## src/rtl/alu_pkg.sv

```systemverilog
// Shared encodings for the ALU/multiply-divide unit: MIPS opcode and funct
// values, controller states, operation classes and flag bit positions.
package alu_pkg;

    // Primary opcodes (instruction[31:26])
    localparam logic [5:0] OP_RTYPE = 6'h00;
    localparam logic [5:0] OP_ADDI  = 6'h08;
    localparam logic [5:0] OP_ADDIU = 6'h09;
    localparam logic [5:0] OP_SLTI  = 6'h0A;
    localparam logic [5:0] OP_SLTIU = 6'h0B;
    localparam logic [5:0] OP_ANDI  = 6'h0C;
    localparam logic [5:0] OP_ORI   = 6'h0D;
    localparam logic [5:0] OP_XORI  = 6'h0E;
    localparam logic [5:0] OP_LUI   = 6'h0F;

    // R-type funct codes (instruction[5:0])
    localparam logic [5:0] FN_SLL   = 6'h00;
    localparam logic [5:0] FN_SRL   = 6'h02;
    localparam logic [5:0] FN_SRA   = 6'h03;
    localparam logic [5:0] FN_SLLV  = 6'h04;
    localparam logic [5:0] FN_SRLV  = 6'h06;
    localparam logic [5:0] FN_SRAV  = 6'h07;
    localparam logic [5:0] FN_MFHI  = 6'h10;
    localparam logic [5:0] FN_MFLO  = 6'h12;
    localparam logic [5:0] FN_MULT  = 6'h18;
    localparam logic [5:0] FN_MULTU = 6'h19;
    localparam logic [5:0] FN_DIV   = 6'h1A;
    localparam logic [5:0] FN_DIVU  = 6'h1B;
    localparam logic [5:0] FN_ADD   = 6'h20;
    localparam logic [5:0] FN_ADDU  = 6'h21;
    localparam logic [5:0] FN_SUB   = 6'h22;
    localparam logic [5:0] FN_SUBU  = 6'h23;
    localparam logic [5:0] FN_AND   = 6'h24;
    localparam logic [5:0] FN_OR    = 6'h25;
    localparam logic [5:0] FN_XOR   = 6'h26;
    localparam logic [5:0] FN_NOR   = 6'h27;
    localparam logic [5:0] FN_SLT   = 6'h2A;
    localparam logic [5:0] FN_SLTU  = 6'h2B;

    // Controller states
    typedef enum logic [1:0] {
        IDLE = 2'd0,
        MUL  = 2'd1,
        DIV  = 2'd2
    } alu_state_e;

    // How a decoded instruction is executed
    typedef enum logic [1:0] {
        CLS_ALU = 2'd0,
        CLS_MUL = 2'd1,
        CLS_DIV = 2'd2
    } op_class_e;

    // Bit positions inside the flags output
    localparam int FLAG_Z = 2;
    localparam int FLAG_N = 1;
    localparam int FLAG_V = 0;

endpackage

```

## src/rtl/alu_mdu_iter.sv

```systemverilog
// Iterative shift-add multiplier and restoring divider. Works on operand
// magnitudes and fixes signs at the output. The divide step exists only
// when ALU_DIV_EN is defined; otherwise divide starts are ignored.
module alu_mdu_iter
    import alu_pkg::*;
#(
    parameter int WIDTH = 32
) (
    input  logic             clk,
    input  logic             rst,
    input  logic             start,
    input  logic             mode_div,
    input  logic             is_signed,
    input  logic [WIDTH-1:0] a,
    input  logic [WIDTH-1:0] b,
    output logic             done,
    output logic [WIDTH-1:0] hi,
    output logic [WIDTH-1:0] lo
);

    localparam int CW = $clog2(WIDTH);

    logic             busy;
    logic [CW-1:0]    cnt;
    logic [WIDTH-1:0] acc;
    logic [WIDTH-1:0] mq;
    logic [WIDTH-1:0] opb;
    logic             neg_lo;
    logic             go;
    logic             sa;
    logic             sb;
    logic [WIDTH-1:0] mag_a;
    logic [WIDTH-1:0] mag_b;
    logic [WIDTH:0]   mul_sum;
    logic [WIDTH-1:0] acc_n;
    logic [WIDTH-1:0] mq_n;
    logic [2*WIDTH-1:0] prod;

`ifdef ALU_DIV_EN
    logic             div_r;
    logic             neg_rem;
    logic             div0;
    logic [WIDTH-1:0] a_r;
    logic [WIDTH:0]   trial;
    assign go = start;
`else
    assign go = start & ~mode_div;
`endif

    assign sa    = is_signed & a[WIDTH-1];
    assign sb    = is_signed & b[WIDTH-1];
    assign mag_a = sa ? -a : a;
    assign mag_b = sb ? -b : b;

    // One iteration step: shift-add for multiply, restoring step for divide
    always_comb begin
        mul_sum = {1'b0, acc} + (mq[0] ? {1'b0, opb} : '0);
        acc_n   = mul_sum[WIDTH:1];
        mq_n    = {mul_sum[0], mq[WIDTH-1:1]};
`ifdef ALU_DIV_EN
        trial = {acc, mq[WIDTH-1]} - {1'b0, opb};
        if (div_r) begin
            if (!trial[WIDTH]) begin
                acc_n = trial[WIDTH-1:0];
                mq_n  = {mq[WIDTH-2:0], 1'b1};
            end else begin
                acc_n = {acc[WIDTH-2:0], mq[WIDTH-1]};
                mq_n  = {mq[WIDTH-2:0], 1'b0};
            end
        end
`endif
    end

    // Iteration control: WIDTH steps after start, then a one-cycle done
    always_ff @(posedge clk) begin
        if (rst) begin
            busy <= 1'b0;
            done <= 1'b0;
            cnt  <= '0;
        end else if (go) begin
            busy <= 1'b1;
            done <= 1'b0;
            cnt  <= '0;
        end else if (busy) begin
            cnt <= cnt + CW'(1);
            if (cnt == CW'(WIDTH - 1)) begin
                busy <= 1'b0;
                done <= 1'b1;
            end
        end else begin
            done <= 1'b0;
        end
    end

    // Operand load on start, then one step per cycle while busy
    always_ff @(posedge clk) begin
        if (go) begin
            acc    <= '0;
            mq     <= mag_a;
            opb    <= mag_b;
            neg_lo <= sa ^ sb;
`ifdef ALU_DIV_EN
            div_r   <= mode_div;
            neg_rem <= sa;
            div0    <= (b == '0);
            a_r     <= a;
`endif
        end else if (busy) begin
            acc <= acc_n;
            mq  <= mq_n;
        end
    end

    assign prod = neg_lo ? -{acc, mq} : {acc, mq};

    // Sign correction and divide-by-zero override on the final values
    always_comb begin
        hi = prod[2*WIDTH-1:WIDTH];
        lo = prod[WIDTH-1:0];
`ifdef ALU_DIV_EN
        if (div_r) begin
            if (div0) begin
                hi = a_r;
                lo = '1;
            end else begin
                hi = neg_rem ? -acc : acc;
                lo = neg_lo ? -mq : mq;
            end
        end
`endif
    end

endmodule

```

## src/rtl/alu_mdu.sv

```systemverilog
// MIPS-style ALU with iterative multiply/divide and HI/LO registers.
// One operation in flight; single-cycle ops answer one cycle after
// acceptance, mult/div after WIDTH+1 cycles. Define ALU_DIV_EN to build
// the divider; without it div/divu decode as undefined instructions.
module alu_mdu
    import alu_pkg::*;
#(
    parameter int WIDTH = 32
) (
    input  logic             clk,
    input  logic             rst,
    input  logic             in_valid,
    output logic             in_ready,
    input  logic [31:0]      instruction,
    input  logic [WIDTH-1:0] regA,
    input  logic [WIDTH-1:0] regB,
    output logic             out_valid,
    input  logic             out_ready,
    output logic [WIDTH-1:0] result,
    output logic [2:0]       flags
);

    localparam int SHW = $clog2(WIDTH);

    alu_state_e state;
    alu_state_e state_n;
    op_class_e  cls;

    logic [5:0]  opcode;
    logic [5:0]  funct;
    logic [4:0]  shamt;
    logic [15:0] imm;
    logic signed [15:0] imm_s;
    logic signed [WIDTH-1:0] imm_sx;
    logic [WIDTH-1:0] imm_zx;
    logic signed [WIDTH-1:0] sa_v;
    logic signed [WIDTH-1:0] sb_v;
    logic [SHW-1:0]   vamt;
    logic [WIDTH-1:0] sum_rr;
    logic [WIDTH-1:0] dif_rr;
    logic [WIDTH-1:0] sum_ri;
    logic [WIDTH-1:0] alu_res;
    logic             alu_ovf;
    logic             sgn;
    logic             accept;
    logic [WIDTH-1:0] hi;
    logic [WIDTH-1:0] lo;
    logic             it_done;
    logic [WIDTH-1:0] it_hi;
    logic [WIDTH-1:0] it_lo;
    logic             unused_bits;

    function automatic logic [2:0] mk_flags(input logic [WIDTH-1:0] r, input logic v);
        logic [2:0] f;
        f         = '0;
        f[FLAG_Z] = (r == '0);
        f[FLAG_N] = r[WIDTH-1];
        f[FLAG_V] = v;
        return f;
    endfunction

    function automatic logic add_ovf(input logic [WIDTH-1:0] a, b, s);
        return (a[WIDTH-1] == b[WIDTH-1]) && (s[WIDTH-1] != a[WIDTH-1]);
    endfunction

    function automatic logic sub_ovf(input logic [WIDTH-1:0] a, b, d);
        return (a[WIDTH-1] != b[WIDTH-1]) && (d[WIDTH-1] != a[WIDTH-1]);
    endfunction

    assign opcode      = instruction[31:26];
    assign funct       = instruction[5:0];
    assign shamt       = instruction[10:6];
    assign imm         = instruction[15:0];
    assign unused_bits = ^instruction[25:16];
    assign imm_s       = imm;
    assign imm_sx      = WIDTH'(imm_s);
    assign imm_zx      = WIDTH'(imm);
    assign sa_v        = regA;
    assign sb_v        = regB;
    assign vamt        = regA[SHW-1:0];
    assign sum_rr      = regA + regB;
    assign dif_rr      = regA - regB;
    assign sum_ri      = regA + imm_sx;

    assign in_ready = (state == IDLE) && (!out_valid || out_ready);
    assign accept   = in_valid && in_ready;

    // Instruction decode and single-cycle result
    always_comb begin
        cls     = CLS_ALU;
        alu_res = '0;
        alu_ovf = 1'b0;
        sgn     = 1'b0;
        case (opcode)
            OP_RTYPE: begin
                case (funct)
                    FN_SLL:   alu_res = regB << shamt;
                    FN_SRL:   alu_res = regB >> shamt;
                    FN_SRA:   alu_res = sb_v >>> shamt;
                    FN_SLLV:  alu_res = regB << vamt;
                    FN_SRLV:  alu_res = regB >> vamt;
                    FN_SRAV:  alu_res = sb_v >>> vamt;
                    FN_MFHI:  alu_res = hi;
                    FN_MFLO:  alu_res = lo;
                    FN_MULT: begin
                        cls = CLS_MUL;
                        sgn = 1'b1;
                    end
                    FN_MULTU: cls = CLS_MUL;
`ifdef ALU_DIV_EN
                    FN_DIV: begin
                        cls = CLS_DIV;
                        sgn = 1'b1;
                    end
                    FN_DIVU:  cls = CLS_DIV;
`endif
                    FN_ADD: begin
                        alu_res = sum_rr;
                        alu_ovf = add_ovf(regA, regB, sum_rr);
                    end
                    FN_ADDU:  alu_res = sum_rr;
                    FN_SUB: begin
                        alu_res = dif_rr;
                        alu_ovf = sub_ovf(regA, regB, dif_rr);
                    end
                    FN_SUBU:  alu_res = dif_rr;
                    FN_AND:   alu_res = regA & regB;
                    FN_OR:    alu_res = regA | regB;
                    FN_XOR:   alu_res = regA ^ regB;
                    FN_NOR:   alu_res = ~(regA | regB);
                    FN_SLT:   alu_res = WIDTH'(sa_v < sb_v);
                    FN_SLTU:  alu_res = WIDTH'(regA < regB);
                    default:  alu_res = '0;
                endcase
            end
            OP_ADDI: begin
                alu_res = sum_ri;
                alu_ovf = add_ovf(regA, imm_sx, sum_ri);
            end
            OP_ADDIU: alu_res = sum_ri;
            OP_SLTI:  alu_res = WIDTH'(sa_v < imm_sx);
            OP_SLTIU: alu_res = WIDTH'(regA < WIDTH'(imm_sx));
            OP_ANDI:  alu_res = regA & imm_zx;
            OP_ORI:   alu_res = regA | imm_zx;
            OP_XORI:  alu_res = regA ^ imm_zx;
            OP_LUI:   alu_res = imm_zx << 16;
            default:  alu_res = '0;
        endcase
    end

    alu_mdu_iter #(
        .WIDTH(WIDTH)
    ) u_iter (
        .clk      (clk),
        .rst      (rst),
        .start    (accept && (cls != CLS_ALU)),
        .mode_div (cls == CLS_DIV),
        .is_signed(sgn),
        .a        (regA),
        .b        (regB),
        .done     (it_done),
        .hi       (it_hi),
        .lo       (it_lo)
    );

    // Controller state register
    always_ff @(posedge clk) begin
        if (rst) state <= IDLE;
        else     state <= state_n;
    end

    // Next state: leave IDLE for multi-cycle ops, return when the iterator finishes
    always_comb begin
        state_n = state;
        case (state)
            IDLE: begin
                if (accept && cls == CLS_MUL)      state_n = MUL;
                else if (accept && cls == CLS_DIV) state_n = DIV;
            end
            MUL, DIV: if (it_done) state_n = IDLE;
            default:  state_n = IDLE;
        endcase
    end

    // Output register and HI/LO; results hold until consumed
    always_ff @(posedge clk) begin
        if (rst) begin
            out_valid <= 1'b0;
            result    <= '0;
            flags     <= '0;
            hi        <= '0;
            lo        <= '0;
        end else begin
            if (out_valid && out_ready) out_valid <= 1'b0;
            if (it_done && state != IDLE) begin
                hi        <= it_hi;
                lo        <= it_lo;
                result    <= it_lo;
                flags     <= mk_flags(it_lo, 1'b0);
                out_valid <= 1'b1;
            end else if (accept && cls == CLS_ALU) begin
                result    <= alu_res;
                flags     <= mk_flags(alu_res, alu_ovf);
                out_valid <= 1'b1;
            end
        end
    end

endmodule

```

## config.mk

```make
export PLATFORM = sky130hd
export DESIGN_NAME = alu_mdu
export DESIGN_NICKNAME = d
export VERILOG_FILES = /design/src/rtl/alu_pkg.sv /design/src/rtl/alu_mdu_iter.sv /design/src/rtl/alu_mdu.sv
export SDC_FILE = /design/constraint.sdc
export NUM_CORES = 1
export LEC_CHECK = 0
export BUFFER_PORTS_ARGS = -buffer_cell sky130_fd_sc_hd__clkbuf_2
export CORE_ASPECT_RATIO = 2
export CORE_MARGIN = 5
export CORE_UTILIZATION = 45
export CTS_CLUSTER_DIAMETER = 80
export CTS_CLUSTER_SIZE = 8
export DETAILED_ROUTE_END_ITERATION = 8
export PLACE_DENSITY = 0.71
export SYNTH_ARGS = -nofsm -noshare
export SYNTH_HDL_FRONTEND = slang
export SYNTH_HIERARCHICAL = 1
export SYNTH_SLANG_ARGS = --single-unit
```

## constraint.sdc

```tcl
create_clock -name clk -period 8.5 [get_ports clk]
set_input_delay 1.7 -clock clk [delete_from_list [all_inputs] [get_ports clk]]
set_output_delay 1.7 -clock clk [all_outputs]
set_load 0.03 [all_outputs]
```

==> impl_metrics.ini, run 1 <==
[clock_network]
cts.sinks = 205
cts.path.max_buffers = 3
clock-root-buffer = clkbuf_16
cts_setup_buffers = 0
ctsHoldBuffers = 0
post_cts_resized = 0
cts-htree-levels = 1
numCtsBuffers = 29

[floorplan]
fp.dieW_um = 186
rows = 129
start_util_pct = 45.2
die_h_um = 362
ioPinCount = 137

[synthesis]
synth_area_per_cell_sq_um = 7.09
syn-num-nets = 4247
synthAdderAreaFrac_pct = 9.95
ys_seq_elements = 205
synth_compound_area_share_pct = 32.9
ys_types = 111
synth-main-ff-cell = dfxtp_1
synth_edf_count = 65
seq_area_frac_synth_pct = 17.1
synth_async_sr_flop_share_pct = 0
synthMuxAreaShare_pct = 4.05
synth-simple-area-share_pct = 24.6
synth_xor_area_share_pct = 5.66
syn-cell-area_sq_mm = 0.0278
synth_cells = 3928
synth_top_family_by_area = compound AO/OA/AOI/OAI gates
yosysWarnings = 6

[status]
error = [ERROR GRT-0116] Global routing finished with congestion. Check the congestion regions in the DRC Viewer.
lastStage = global routing
status = did not finish

[global_route]
first_global_vias = 36070
grt-ovfl-total = 13
grt_usage_pct = 56.6
grt_max_degree = 74
grt_pass1_wl_mm = 275

[placement]
io_buffers = 126
hpwl_mm = 147
gp_congestion = 1.15
==> stage by stage <==
| stage | cells | area [sq um] | hold slack, ns | setup WS (ns) | util (%) |
|---|---|---|---|---|---|
| 2_1_floorplan | 3928 | 27800 | 0.436 | 2.61 | - |
| 3_3_place_gp | 4749 | 29700 | 0.440 | 1.17 | 48.2 |
| 3_5_place_dp | 4749 | 29700 | 0.447 | 1.09 | 48.2 |
| 4_1_cts | 4792 | 30500 | 0.454 | 1.64 | 49.5 |
==> per-layer routing <==
| metal | GRT usage (%) | overflow |
|---|---|---|
| met5 | 0 | 0 |
| met4 | 64.7 | 7 |
| met2 | 85.3 | 6 |
| met3 | 21.4 | 0 |
| met1 | 54.4 | 0 |
==> synth_stat cells, types with 34 or more instances <==
cell	count	area share (%)
o211ai_1	40	1.1
edfxtp_1	65	7.0
nand2_1	545	7.3
a31oi_1	61	1.4
o31ai_1	42	1.1
clkbuf_1	204	2.7
a221oi_1	54	1.7
inv_1	153	2.1
a21o_1	43	1.2
nand4_1	35	0.79
nand2b_1	82	1.8
o21ai_0	241	4.3
a211oi_1	105	2.8
nor4_1	43	0.97
nand3_1	94	1.7
nor2_1	325	4.4
mux2i_1	89	3.2
nor3_1	103	1.9
o22ai_1	34	0.76
a22oi_1	90	2.4
ha_1	215	9.7
dfxtp_1	140	10
a21oi_1	341	6.1
xnor2_1	143	4.5
and2_1	55	1.2
xor2_1	37	1.2
==> kinds of logic after synthesis <==
kind of cell	count (synthesis)
DFF	205
other	1
adders and majority gates	219
buffers and inverters	412
muxes	105
xor gates and xnor gates	180
and+or+nand+nor	1442
AOI/OAI and AO/OA	1364
==> inputs of run 2 (changes only) <==
- CORE_ASPECT_RATIO: 2 -> not set
- CORE_UTILIZATION: 45 -> 30
- CTS_CLUSTER_DIAMETER: 80 -> not set
- CTS_CLUSTER_SIZE: 8 -> not set
- PLACE_DENSITY: 0.71 -> not set
- PLACE_DENSITY_LB_ADDON: not set -> 0.15
==> run 2 against run 1 <==
  * The flow now finishes without violations
  * Synthesized cell count stayed put
  * Area after synthesis stayed put
==> impl_metrics.ini, run 2 <==
[status]
status = finished, final reports clean

[synthesis]
syn-cell-area_sq_mm = 0.0278
synthAdderAreaFrac_pct = 9.95
ys_types = 111
synthMuxAreaShare_pct = 4.05
synth_largest_area_cell = dfxtp_1
synth_area_per_cell_sq_um = 7.09
synth_top_family_by_area = compound AO/OA/AOI/OAI gates
netlist_top_cells_area = dfxtp_1 (10%), ha_1 (9.7%), nand2_1 (7.3%), edfxtp_1 (7.0%), a21oi_1 (6.1%)
synth.top_cell.area_share_pct = 10.1
synth.most_common_cell = nand2_1
synth-main-ff-cell = dfxtp_1
ys_seq_elements = 205
yosysWarnings = 6
synth_compound_area_share_pct = 32.9
syn-num-nets = 4247
synth_common_cells = nand2_1 (545), a21oi_1 (341), nor2_1 (325)
seq_area_frac_synth_pct = 17.1
synth_xor_area_share_pct = 5.66
synth-simple-area-share_pct = 24.6
synth_edf_count = 65
synth_async_sr_flop_share_pct = 0
synth_cells = 3928

[timing]
tightestPinTransition_ns = 1.22
finalCriticalPeriod_ns = 6.88
clock_skew_ns = 0.0189
finalHoldViolations = 0
min_period_over_period_pct = 81.0
max_freq_mhz = 145
tns_ns = 0
drv_slew = 0
rsz0062_at_grt = no
slew_headroom_pct = 18.0
final-setup-viol-count = 0

[floorplan]
die_h_um = 315
rows = 111
start_util_pct = 30.3
dieArea_sq_mm = 0.0990
ioPinCount = 137
fp.dieW_um = 315
coreArea_sq_mm = 0.0919

[clock_network]
cts.path.max_buffers = 3
numCtsBuffers = 22
clock-root-buffer = clkbuf_16
cts-htree-levels = 1
cts.sinks = 205
ctsHoldBuffers = 0
clock_latency_ns = 0.54
post_cts_resized = 0
clk_pin_slew_ns = 0.07
cts_setup_buffers = 0
cts_tree = yes

[finish]
layout_commonest_cell = nand2_1
nFillCells = 10152
fin_cells = 5220
final_cell_mix = nand2_1 (544), a21oi_1 (340), nor2_1 (322), o21ai_0 (241), ha_1 (215)
fin_nets = 4280
synthToLayoutAreaGrowth_pct = 10.7
layout-drive-gt1-share_pct = 10.1

[drt]
drt-total-wl_mm = 169
drc = 0
viasPerCell = 6.30
vias = 32869
drtPass1Iterations = 9
drt_iter0_markers = 4645
antenna_left = 0
wl_per_cell_um = 32.3

[critical_path]
critical_path_arrival_ns = 7.32
required_ns = 8.93
critPathLaunch = regB[2]
reg2reg_to = flags[2]$_SDFFE_PP0P_
worstSetupEndpoint = flags[2]$_SDFFE_PP0P_
reg2reg_from = u_iter/mq[0]$_DFFE_PP_
r2r_slack_ns = 4.17
path_class = primary input to flop
end_kind = flop
critical_path_peak_fanout = 13
worstRegToRegCells = 13
crit_path_start_kind = primary input

[placement]
gp_congestion = 1.10
hpwl_mm = 134
io_buffers = 126
dp.cells = 5180

[global_route]
grt_pass1_wl_mm = 235
grt-ovfl-total = 0
grt_max_degree = 80
grt_usage_pct = 32.4
antenna_found_initial = 9
first_global_vias = 30461

[run]
cap_violations = 0

[pwr]
ir_drop_mv = 0.0954
power-per-cell-area_mw_per_mm2 = 115
cellLeakagePower_nw = 11.8

[hold_path]
hp-class = flop to flop
==> run 2: cell counts after synthesis <==
Identical to the previous run, type by type.
==> run 2: how the worst min path moves through the flow <==
stage / from / to / cells past startpoint
after global placement: lo[28]$_SDFFE_PP0P_ / lo[28]$_SDFFE_PP0P_ / 2
after CTS: flags[1]$_SDFFE_PP0P_ / flags[1]$_SDFFE_PP0P_ / 2
after detailed placement: lo[13]$_SDFFE_PP0P_ / lo[13]$_SDFFE_PP0P_ / 2
final: result[31]$_SDFFE_PP0P_ / result[31]$_SDFFE_PP0P_ / 2
after global routing: lo[28]$_SDFFE_PP0P_ / lo[28]$_SDFFE_PP0P_ / 2
after floorplan: lo[14]$_SDFFE_PP0P_ / lo[14]$_SDFFE_PP0P_ / 2
==> run 2: worst max-delay path: stages <==
cell,delay (ns)
clkbuf_2,0.47
inv_1,0.44
ha_1,0.52
or4_1,0.62
and2_1,0.22
a221oi_1,0.53
o22ai_1,0.22
or4b_1,0.60
o41a_1,0.56
or3_1,0.36
a2111o_1,0.47
nor4_2,0.20
nand4_1,0.17
o41ai_2,0.25
==> run 2: area by class of cell <==
cell class / count / area, sq um / area share, %
diodes: 2 / 5.00 / 0.0162
clock buffers: 25 / 603 / 1.96
clock inverters: 13 / 118 / 0.382
inverters: 156 / 586 / 1.90
multi-input cells: 3311 / 21500 / 69.8
flip-flops and latches: 205 / 4760 / 15.4
well taps: 1243 / 1560 / 5.05
repair buffers: 265 / 1680 / 5.44
==> run 2: stage by stage <==
stage | hold slack, ns | power [mW] | utilization (%) | worst slack [ns] | area, sq um
2_1_floorplan | 0.436 | 1.93 | - | 2.61 | 27800
3_3_place_gp | 0.445 | 2.51 | 32.7 | 1.42 | 30100
3_5_place_dp | 0.452 | 2.50 | 32.7 | 1.35 | 30100
4_1_cts | 0.463 | 3.51 | 33.5 | 1.89 | 30800
5_1_grt | 0.485 | 3.67 | 33.5 | 1.57 | 30800
6_report | 0.465 | 3.53 | 33.5 | 1.62 | 30800
==> run 2: cells by family after synthesis <==
group | count (synthesis)
compound gates | 1364
xor+xnor | 180
fa+ha+maj | 219
buf+inv | 412
flops | 205
mux | 105
other cells | 1
simple gates | 1442
==> run 2: power by group <==
part	switching [mW]	internal, mW	total, mW
Sequential	0.0502	1.03	1.08
Clock	0.449	0.547	0.995
Combinational	1.01	0.451	1.46
Total	1.51	2.03	3.53
==> run 2: metal layers <==
metal / track usage, % / share of wire, % / wire [um] / vias to the layer above
li1: - / - / - / 14665
met1: 43.9 / 42 / 70800 / 15934
met2: 49.0 / 42 / 70800 / 1857
met3: 5.89 / 9.4 / 15900 / 409
met4: 17.2 / 6.7 / 11400 / 4
met5: 0 / 0.014 / 23 / -
Note: power is estimated with default switching activity, not from simulation.
